[config.mk]
export PLATFORM = sky130hd
export DESIGN_NAME = shr_seq_flat
export DESIGN_NICKNAME = d
export VERILOG_FILES = /design/src/rtl/shr_pkg.sv /design/src/rtl/shr_seq_if.sv /design/src/rtl/shr_step.sv /design/src/rtl/shr_seq.sv /design/src/flat_wrapper.sv
export SDC_FILE = /design/constraint.sdc
export NUM_CORES = 1
export LEC_CHECK = 0
export ABC_CLOCK_PERIOD_IN_PS = 1650
export BUFFER_PORTS_ARGS = -buffer_cell sky130_fd_sc_hd__buf_2
export CORE_MARGIN = 1
export CORE_UTILIZATION = 45
export CTS_BUF_LIST = sky130_fd_sc_hd__clkbuf_8
export CTS_CLUSTER_DIAMETER = 50
export CTS_CLUSTER_SIZE = 30
export DETAILED_ROUTE_END_ITERATION = 16
export PLACE_DENSITY = 0.76
export SETUP_SLACK_MARGIN = 0.1
export SLEW_MARGIN = 20
export SYNTH_ARGS = -nofsm -noshare
export SYNTH_HDL_FRONTEND = slang
export SYNTH_SLANG_ARGS = --single-unit
[constraint.sdc]
create_clock -name clk -period 1.65 [get_ports clk]
set_input_delay 0 -clock clk [delete_from_list [all_inputs] [get_ports clk]]
set_output_delay 0 -clock clk [all_outputs]
set_load 0.005 [all_outputs]
[src/rtl/shr_pkg.sv]
// shr_pkg: shared types and helpers for the sequential right shifter.
//   state_t  - controller states (IDLE, SHIFT, DONE)
//   calc_cw  - width of the shift-amount field for a given word width
//   sat_amt  - clamps a requested shift count to the word width
package shr_pkg;

  typedef enum logic [1:0] {
    IDLE  = 2'd0,
    SHIFT = 2'd1,
    DONE  = 2'd2
  } state_t;

  // Enough bits to encode every count from 0 up to and including width.
  function automatic int calc_cw(input int width);
    return $clog2(width + 1);
  endfunction

  // Counts beyond the word width are pointless, so they saturate at width.
  function automatic int sat_amt(input int amt, input int width);
    return (amt > width) ? width : amt;
  endfunction

endpackage

[src/rtl/shr_seq_if.sv]
// shr_seq_if: start/data/result bundle of the sequential right shifter.
//   start, din, amt, arith, sin : requester -> shifter
//   dout, sout, ready, done     : shifter -> requester
// The master modport is the requester side, the slave modport the shifter.
interface shr_seq_if
  import shr_pkg::*;
#(
  parameter int WIDTH = 4,
  parameter int CW    = calc_cw(WIDTH)
);

  logic             start;
  logic [WIDTH-1:0] din;
  logic [CW-1:0]    amt;
  logic             arith;
  logic             sin;
  logic [WIDTH-1:0] dout;
  logic             sout;
  logic             ready;
  logic             done;

  modport master (
    output start, din, amt, arith, sin,
    input  dout, sout, ready, done
  );

  modport slave (
    input  start, din, amt, arith, sin,
    output dout, sout, ready, done
  );

endinterface

[src/rtl/shr_step.sv]
// shr_step: combinational single-bit right shift.
//   word    in  WIDTH  word to shift
//   fill    in  1      bit entering at the MSB
//   shifted out WIDTH  {fill, word[WIDTH-1:1]}
//   dropped out 1      word[0], the bit pushed out of the LSB
module shr_step #(
  parameter int WIDTH = 4
) (
  input  logic [WIDTH-1:0] word,
  input  logic             fill,
  output logic [WIDTH-1:0] shifted,
  output logic             dropped
);

  assign shifted = {fill, word[WIDTH-1:1]};
  assign dropped = word[0];

endmodule

[src/rtl/shr_seq.sv]
// shr_seq: sequential multi-cycle right shifter / serial-to-parallel front end.
//   clk  in  1  rising-edge clock
//   rst  in  1  synchronous active-high reset
//   bus  shr_seq_if.slave
//        start/din/amt/arith sampled on the accept edge (start while ready)
//        sin sampled on each shift edge, used as fill when arith is clear
//        dout  registered shift register contents
//        sout  registered LSB dropped by the latest shift
//        ready high only while idle
//        done  registered one-cycle completion pulse
module shr_seq
  import shr_pkg::*;
#(
  parameter int WIDTH = 4,
  parameter int CW    = calc_cw(WIDTH)
) (
  input  logic       clk,
  input  logic       rst,
  shr_seq_if.slave   bus
);

  state_t           state;
  logic [CW-1:0]    cnt;
  logic             arith_q;
  logic [WIDTH-1:0] dout_q;
  logic             sout_q;
  logic             done_q;

  logic [CW-1:0]    load_cnt;
  logic             fill;
  logic [WIDTH-1:0] shifted;
  logic             dropped;

  assign load_cnt = CW'(sat_amt(int'(bus.amt), WIDTH));

  // Arithmetic mode replicates the sign bit; otherwise the serial input
  // enters at the top, so the first bit consumed ends up lowest.
  assign fill = arith_q ? dout_q[WIDTH-1] : bus.sin;

  shr_step #(.WIDTH(WIDTH)) u_step (
    .word    (dout_q),
    .fill    (fill),
    .shifted (shifted),
    .dropped (dropped)
  );

  // done is raised on the edge that enters DONE, so it lines up with the
  // single DONE cycle. A load never touches sout.
  always_ff @(posedge clk) begin
    if (rst) begin
      state   <= IDLE;
      cnt     <= '0;
      arith_q <= 1'b0;
      dout_q  <= '0;
      sout_q  <= 1'b0;
      done_q  <= 1'b0;
    end else begin
      done_q <= 1'b0;
      unique case (state)
        IDLE: begin
          if (bus.start) begin
            dout_q  <= bus.din;
            cnt     <= load_cnt;
            arith_q <= bus.arith;
            if (load_cnt == '0) begin
              state  <= DONE;
              done_q <= 1'b1;
            end else begin
              state <= SHIFT;
            end
          end
        end
        SHIFT: begin
          sout_q <= dropped;
          dout_q <= shifted;
          cnt    <= cnt - CW'(1);
          if (cnt == CW'(1)) begin
            state  <= DONE;
            done_q <= 1'b1;
          end
        end
        DONE: begin
          state <= IDLE;
        end
        default: begin
          state <= IDLE;
        end
      endcase
    end
  end

  assign bus.dout  = dout_q;
  assign bus.sout  = sout_q;
  assign bus.done  = done_q;
  assign bus.ready = (state == IDLE);

endmodule
[src/flat_wrapper.sv]
// flat-port wrapper written by rule: the top's interface ports become plain ports
module shr_seq_flat import shr_pkg::*;
#(
  parameter int WIDTH = 4,
  parameter int CW    = calc_cw(WIDTH)
)
  (clk, rst, bus_start, bus_din, bus_amt, bus_arith, bus_sin, bus_dout, bus_sout, bus_ready, bus_done);
  shr_seq_if #(.WIDTH(WIDTH), .CW(CW)) bus_i ();
  input  logic clk;
  input  logic rst;
  input wire logic [$bits(bus_i.start)-1:0] bus_start;
  input wire logic [$bits(bus_i.din)-1:0] bus_din;
  input wire logic [$bits(bus_i.amt)-1:0] bus_amt;
  input wire logic [$bits(bus_i.arith)-1:0] bus_arith;
  input wire logic [$bits(bus_i.sin)-1:0] bus_sin;
  output wire logic [$bits(bus_i.dout)-1:0] bus_dout;
  output wire logic [$bits(bus_i.sout)-1:0] bus_sout;
  output wire logic [$bits(bus_i.ready)-1:0] bus_ready;
  output wire logic [$bits(bus_i.done)-1:0] bus_done;
  assign bus_i.start = bus_start;
  assign bus_i.din = bus_din;
  assign bus_i.amt = bus_amt;
  assign bus_i.arith = bus_arith;
  assign bus_i.sin = bus_sin;
  assign bus_dout = bus_i.dout;
  assign bus_sout = bus_i.sout;
  assign bus_ready = bus_i.ready;
  assign bus_done = bus_i.done;
  shr_seq #(.WIDTH(WIDTH), .CW(CW)) u_core (.clk(clk), .rst(rst), .bus(bus_i));
endmodule
# == Word level (Yosys, flattened, before mapping) ==
# Cells that the tools add are included.
# word_totals
regBits,12
input_bits,12
output_inout_bits,7
wordCells,35
# classes
addsub,1
n_lt_le_gt_ge,1
n_eq_ne,5
muxes,14
n_reduce_logical,7
# op_table
cell,count
one-hot mux 4 bit (2 select lines),1
2-to-1 mux 2 bit,3
2-to-1 mux 3 bit,2
one-hot mux 3 bit (2 select lines),1
AND reduction 2 bit,3
2-to-1 mux 1 bit,4
2-to-1 mux 4 bit,1
"inequality test 2 bit, second input constant",2
one-hot mux 2 bit (2 select lines),1
"equality test 3 x 1 -> 1 bit, second input constant",1
"> comparator 3 bit, second input constant",1
zero test 3 bit,1
AND reduction 3 bit,1
"subtractor 3 x 1 -> 3 bit, second input constant",1
"equality test 2 x 1 -> 1 bit, second input constant",1
zero test 2 bit,1
"inequality test 2 x 1 -> 1 bit, second input constant",1
one-hot mux 1 bit (2 select lines),1
nonzero test 2 bit,1

# == Longest topological paths before layout ==
# logic_depth
depth_word,6
depth_mapped,5
ltp_nobuf,5

# == Hierarchy ==
# From an unflattened synthesis, not the netlist that was laid out.
# unflattened
cells_unflattened,68
area_unflattened_um2,663.1
# modules_own_cells
module,instances,cells_per_inst,area_per_inst_um2
shr_seq,1,63,625.6
shr_step,1,5,37.5

# == Worst setup path after synthesis ==
# OpenSTA, ideal clock, no wires.
# synth_path
kind,reg2reg
startpoint,register u_core.state[0]
endpoint,register u_core.cnt[1]
setup_ns,0.119
arrival_time_ns,0.978
required_ns,1.531
setup_slack_ns,0.553
path_stages_with_launch,5
path_buffers,2
synth_period_minus_slack_ns,1.097
cell_sequence,dfxtp_1 > buf_6 > o21ba_1 > buf_6 > o221a_2
# synth_between
elab_chain_len,3
word_cells_on_any_way,6
classes_between,2 x eq/ne; 1 x mux; 3 x reduce/logical
# synth_lines
element,line,rtl
"start, declared",shr_seq.sv:22,state_t state;
"start signal, assigned",shr_seq.sv:51,state <= IDLE;
"start signal, assigned",shr_seq.sv:66,state <= DONE;
"start signal, assigned",shr_seq.sv:69,state <= SHIFT;
equality test 2 x 1 -> 1 bit or zero test 2 bit (tied branches),shr_seq.sv:59,unique case (state)
nonzero test 2 bit (no source line) or inequality test 2 bit (tied branches),--,
AND reduction 2 bit (no source line),--,
"end signal, assigned",shr_seq.sv:63,cnt <= load_cnt;
"end signal, assigned",shr_seq.sv:76,cnt <= cnt - CW'(1);
"end, declared",shr_seq.sv:23,logic [CW-1:0] cnt;
# Parallel ways exist; a longest one is shown, timed or not.
# A chain may end at the register's enable or synchronous reset.

# == Worst setup path in the final report ==
# layout_path
startpoint,register u_core.state[0]
endpoint,register u_core.cnt[2]
# The elaborated chain is that of the path after synthesis.

==> impl_metrics.csv <==
group,metric,value,unit
cts,cts_setup_buffers,0,
sta,fmax,753,MHz
sta,hold_viol_final,0,
floorplan,dieWidth,39.5,um
sta,rsz0062_at_grt,"false",
min_path,holdCritStartpoint,"bus_arith",
worst_setup_path,worstSetupPathType,"register to register",
routing,vias_per_cell,5.41,
place,dp_slack,0.366,ns
floorplan,die_area,1560,um^2
cts,ctsHtreeMaxLevel,1,
routing,wire_per_inst,12.3,um
sta,setup_viol,0,
worst_setup_path,crit_path_top_delay_cell,"dfxtp_1",
cts,cts_resized,0,
grt,grt_max_degree,13,
worst_setup_path,critical_path_buf_inv_count,0,
worst_setup_path,end_kind,"register",
worst_setup_path,crit_path_start_kind,"register",
floorplan,initial_utilization,48.7,%
yosys,ys_seq_area_share,37.9,%
yosys,synth_top_cell_by_area,"dfxtp_1",
place,place_congestion,0.793,
yosys,yosysMostFrequentCell,"dfxtp_1",
yosys,ys_async_sr_fraction,0,%
routing,firstDrtPassIters,4,
power,p_leak,0.000355,uW
sta,fin_ws,0.321,ns
grt,grt_pass1_vias,480,
worst_setup_path,regToRegStartpoint,"u_core.state[0]$_SDFFE_PP0P_",
sta,layout_min_cycle_time,1.33,ns
worst_setup_path,r2r_setup_slack,0.32,ns
min_path,hold_class,"primary input to register",
floorplan,rows,13,
routing,routed_wl,1.20,mm
yosys,synthTopCellsByCount,"dfxtp_1, inv_1, mux2i_1",
yosys,syn_avg_cell_area,9.31,um^2
yosys,netlist_area,633,um^2
grt,grt-ovfl-total,0,
routing,remaining_drc_errors,0,
cts,cts_max_path_buffers,2,
worst_setup_path,rr_worst_depth,3,
sta,worst_pin_slew,0.368,ns
min_path,hold_path_depth,3,
grt,grt_use_total,19.3,%
floorplan,ioPinCount,19,
worst_setup_path,path_max_fanout,11,
power,intPower,555,uW
cts,cts_tree,"built",
routing,drt_iter0_drc,10,
power,power.density,1020,nW/um^2
cts,clkTransAtPathRegs,0.05,ns
worst_setup_path,cp.required,1.80,ns
sta,maxSlewViolCount,0,
place,numPortBuffers,18,
power,seqPwrFrac,45.9,%
worst_setup_path,worstPathCellList,"nand2b_1 > o21a_1 > o32ai_2",
yosys,synth-edff-count,0,
routing,ant_nets,0,
sta,period_share,80.5,%
power,irDropWorstVdd,0.577,mV
power,p_total,752,uW
yosys,synthDistinctLibCells,28,
cells_and_area,drive_gt1_share,31.3,%
status,status,"completed",
power,p_switching,197,uW
floorplan,die_h,39.5,um
yosys,syn_nets,82,
run,max_cap_viol_count,0,
yosys,yosys.area.top_type_share,37.9,%
cells_and_area,insertedDiodeCount,0,
cts,cts_hold_buffers,0,
yosys,synth_flop_cell,"dfxtp_1",
power,p_comb_share,19.7,%
yosys,syn_inst,68,
cells_and_area,synthToLayoutAreaGrowth,16.8,%
worst_setup_path,cp_slowest_stage_delay,0.53,ns
worst_setup_path,critPathArrivalTime,1.48,ns
yosys,netlist_top_cells_area,"dfxtp_1, mux2i_1, inv_1",
cts,cts.sink_count,12,
sta,tns,0,ns
power,p_sw_share,26.2,%
place,dpl.hpwl,878,um
cells_and_area,nets,99,
grt,grt_pass1_wl,1.99,mm
grt,antenna_found_initial,0,
power,p_clk_share,34.4,%
cts,cts_buffers,3,
routing,vias,530,
sta,slew_headroom,75.4,%
floorplan,core_area,1300,um^2
min_path,hold_path_end,"u_core.arith_q$_SDFFE_PP0P_",
worst_setup_path,critical_path.top_delay_family,"flip-flops",
worst_setup_path,r2r_end,"u_core.cnt[2]$_SDFFE_PP0P_",
yosys,synth-seq-cells,12,
cts,clockRootBuffer,"clkbuf_8",
sta,worst_clock_skew,0.000840,ns
yosys,yosysWarnings,0,
cts,clkLatencyLatePin,0.23,ns
worst max path at each step:
| stage | startpoint | slack, ns | cells past startpoint | to |
|---|---|---|---|---|
| 5_1_grt | u_core.state[0]$_SDFFE_PP0P_ | 0.22 | 3 | u_core.cnt[2]$_SDFFE_PP0P_ |
| 3_3_place_gp | u_core.state[1]$_SDFFE_PP0P_ | 0.36 | 3 | u_core.bus.dout[0]$_SDFFE_PP0P_ |
| 3_5_place_dp | u_core.state[1]$_SDFFE_PP0P_ | 0.37 | 3 | u_core.bus.dout[0]$_SDFFE_PP0P_ |
| 2_1_floorplan | u_core.state[0]$_SDFFE_PP0P_ | 0.55 | 4 | u_core.cnt[1]$_SDFFE_PP0P_ |
| 4_1_cts | u_core.state[0]$_SDFFE_PP0P_ | 0.34 | 3 | u_core.cnt[2]$_SDFFE_PP0P_ |
| 6_report | u_core.state[0]$_SDFFE_PP0P_ | 0.32 | 3 | u_core.cnt[2]$_SDFFE_PP0P_ |
final cells by class:
cell class | count | area [um^2]
tap | 15 | 18.8
inverter | 7 | 26.3
clock buffer | 3 | 41.3
fill | 118 | 562
multi-input combinational | 43 | 323
timing repair buffer | 18 | 90.1
sequential | 12 | 240
routing by layer:
metal	up-vias	wire length, um	track usage (%)
met1	245	590	23.2
met4	0	13	10.3
li1	270	-	-
met3	2	56	5.11
met5	-	0	0
met2	13	542	30.7
layout by cell type (no fill, tap or decap), drive strengths merged, types with 2 or more instances in the layout:
master	netlist	final
o21ai	4	4
dfxtp	12	12
nor2b	2	2
ha	2	2
nor3	3	3
inv	7	7
o221a	2	2
buf	6	18
a21oi	4	4
mux2i	5	5
a22oi	2	2
clkbuf	0	3
nand2b	4	4
nor2	4	4
registers in the layout, indices dropped and copies added, names as in the netlist:
signal and count:
u_core.arith_q 1, u_core.bus.dout 4, u_core.cnt 3, u_core.bus.sout 1
u_core.state 2, u_core.bus.done 1
logic make-up after synthesis:
family                   synth area share [%]
buffers and inverters                    11.1
AO/OA/AOI/OAI                            23.9
AND/OR/NAND/NOR                          15.2
multiplexers                             7.91
flip-flops                               37.9
adder cells (fa/ha/maj)                  3.95
through the flow:
| stage | instance area, um^2 | instances | util [%] | hold WS, ns |
|---|---|---|---|---|
| 2_1_floorplan | 633 | 68 | - | 0.142 |
| 3_3_place_gp | 698 | 95 | 53.7 | 0.243 |
| 3_5_place_dp | 698 | 95 | 53.7 | 0.254 |
| 4_1_cts | 739 | 98 | 56.8 | 0.0129 |
| 5_1_grt | 739 | 98 | 56.8 | 0.0265 |
| 6_report | 739 | 98 | 56.8 | 0.0116 |
worst reg2reg max path: cells and delay by family, from the launching register on:
kind	cells	cell delay [ns]
DFF	1	0.53
AOI/OAI and AO/OA	2	0.43
and+or+nand+nor	1	0.28
power by group through the flow:
stage          Combinational, uW  Sequential (uW)  Clock, uW
6_report                     148              345        259
5_1_grt                      168              349        276
4_1_cts                      148              345        263
3_5_place_dp                 147              350          0
3_3_place_gp                 144              349          0
2_1_floorplan                124              340          0
(Power assumes the default switching activity.)
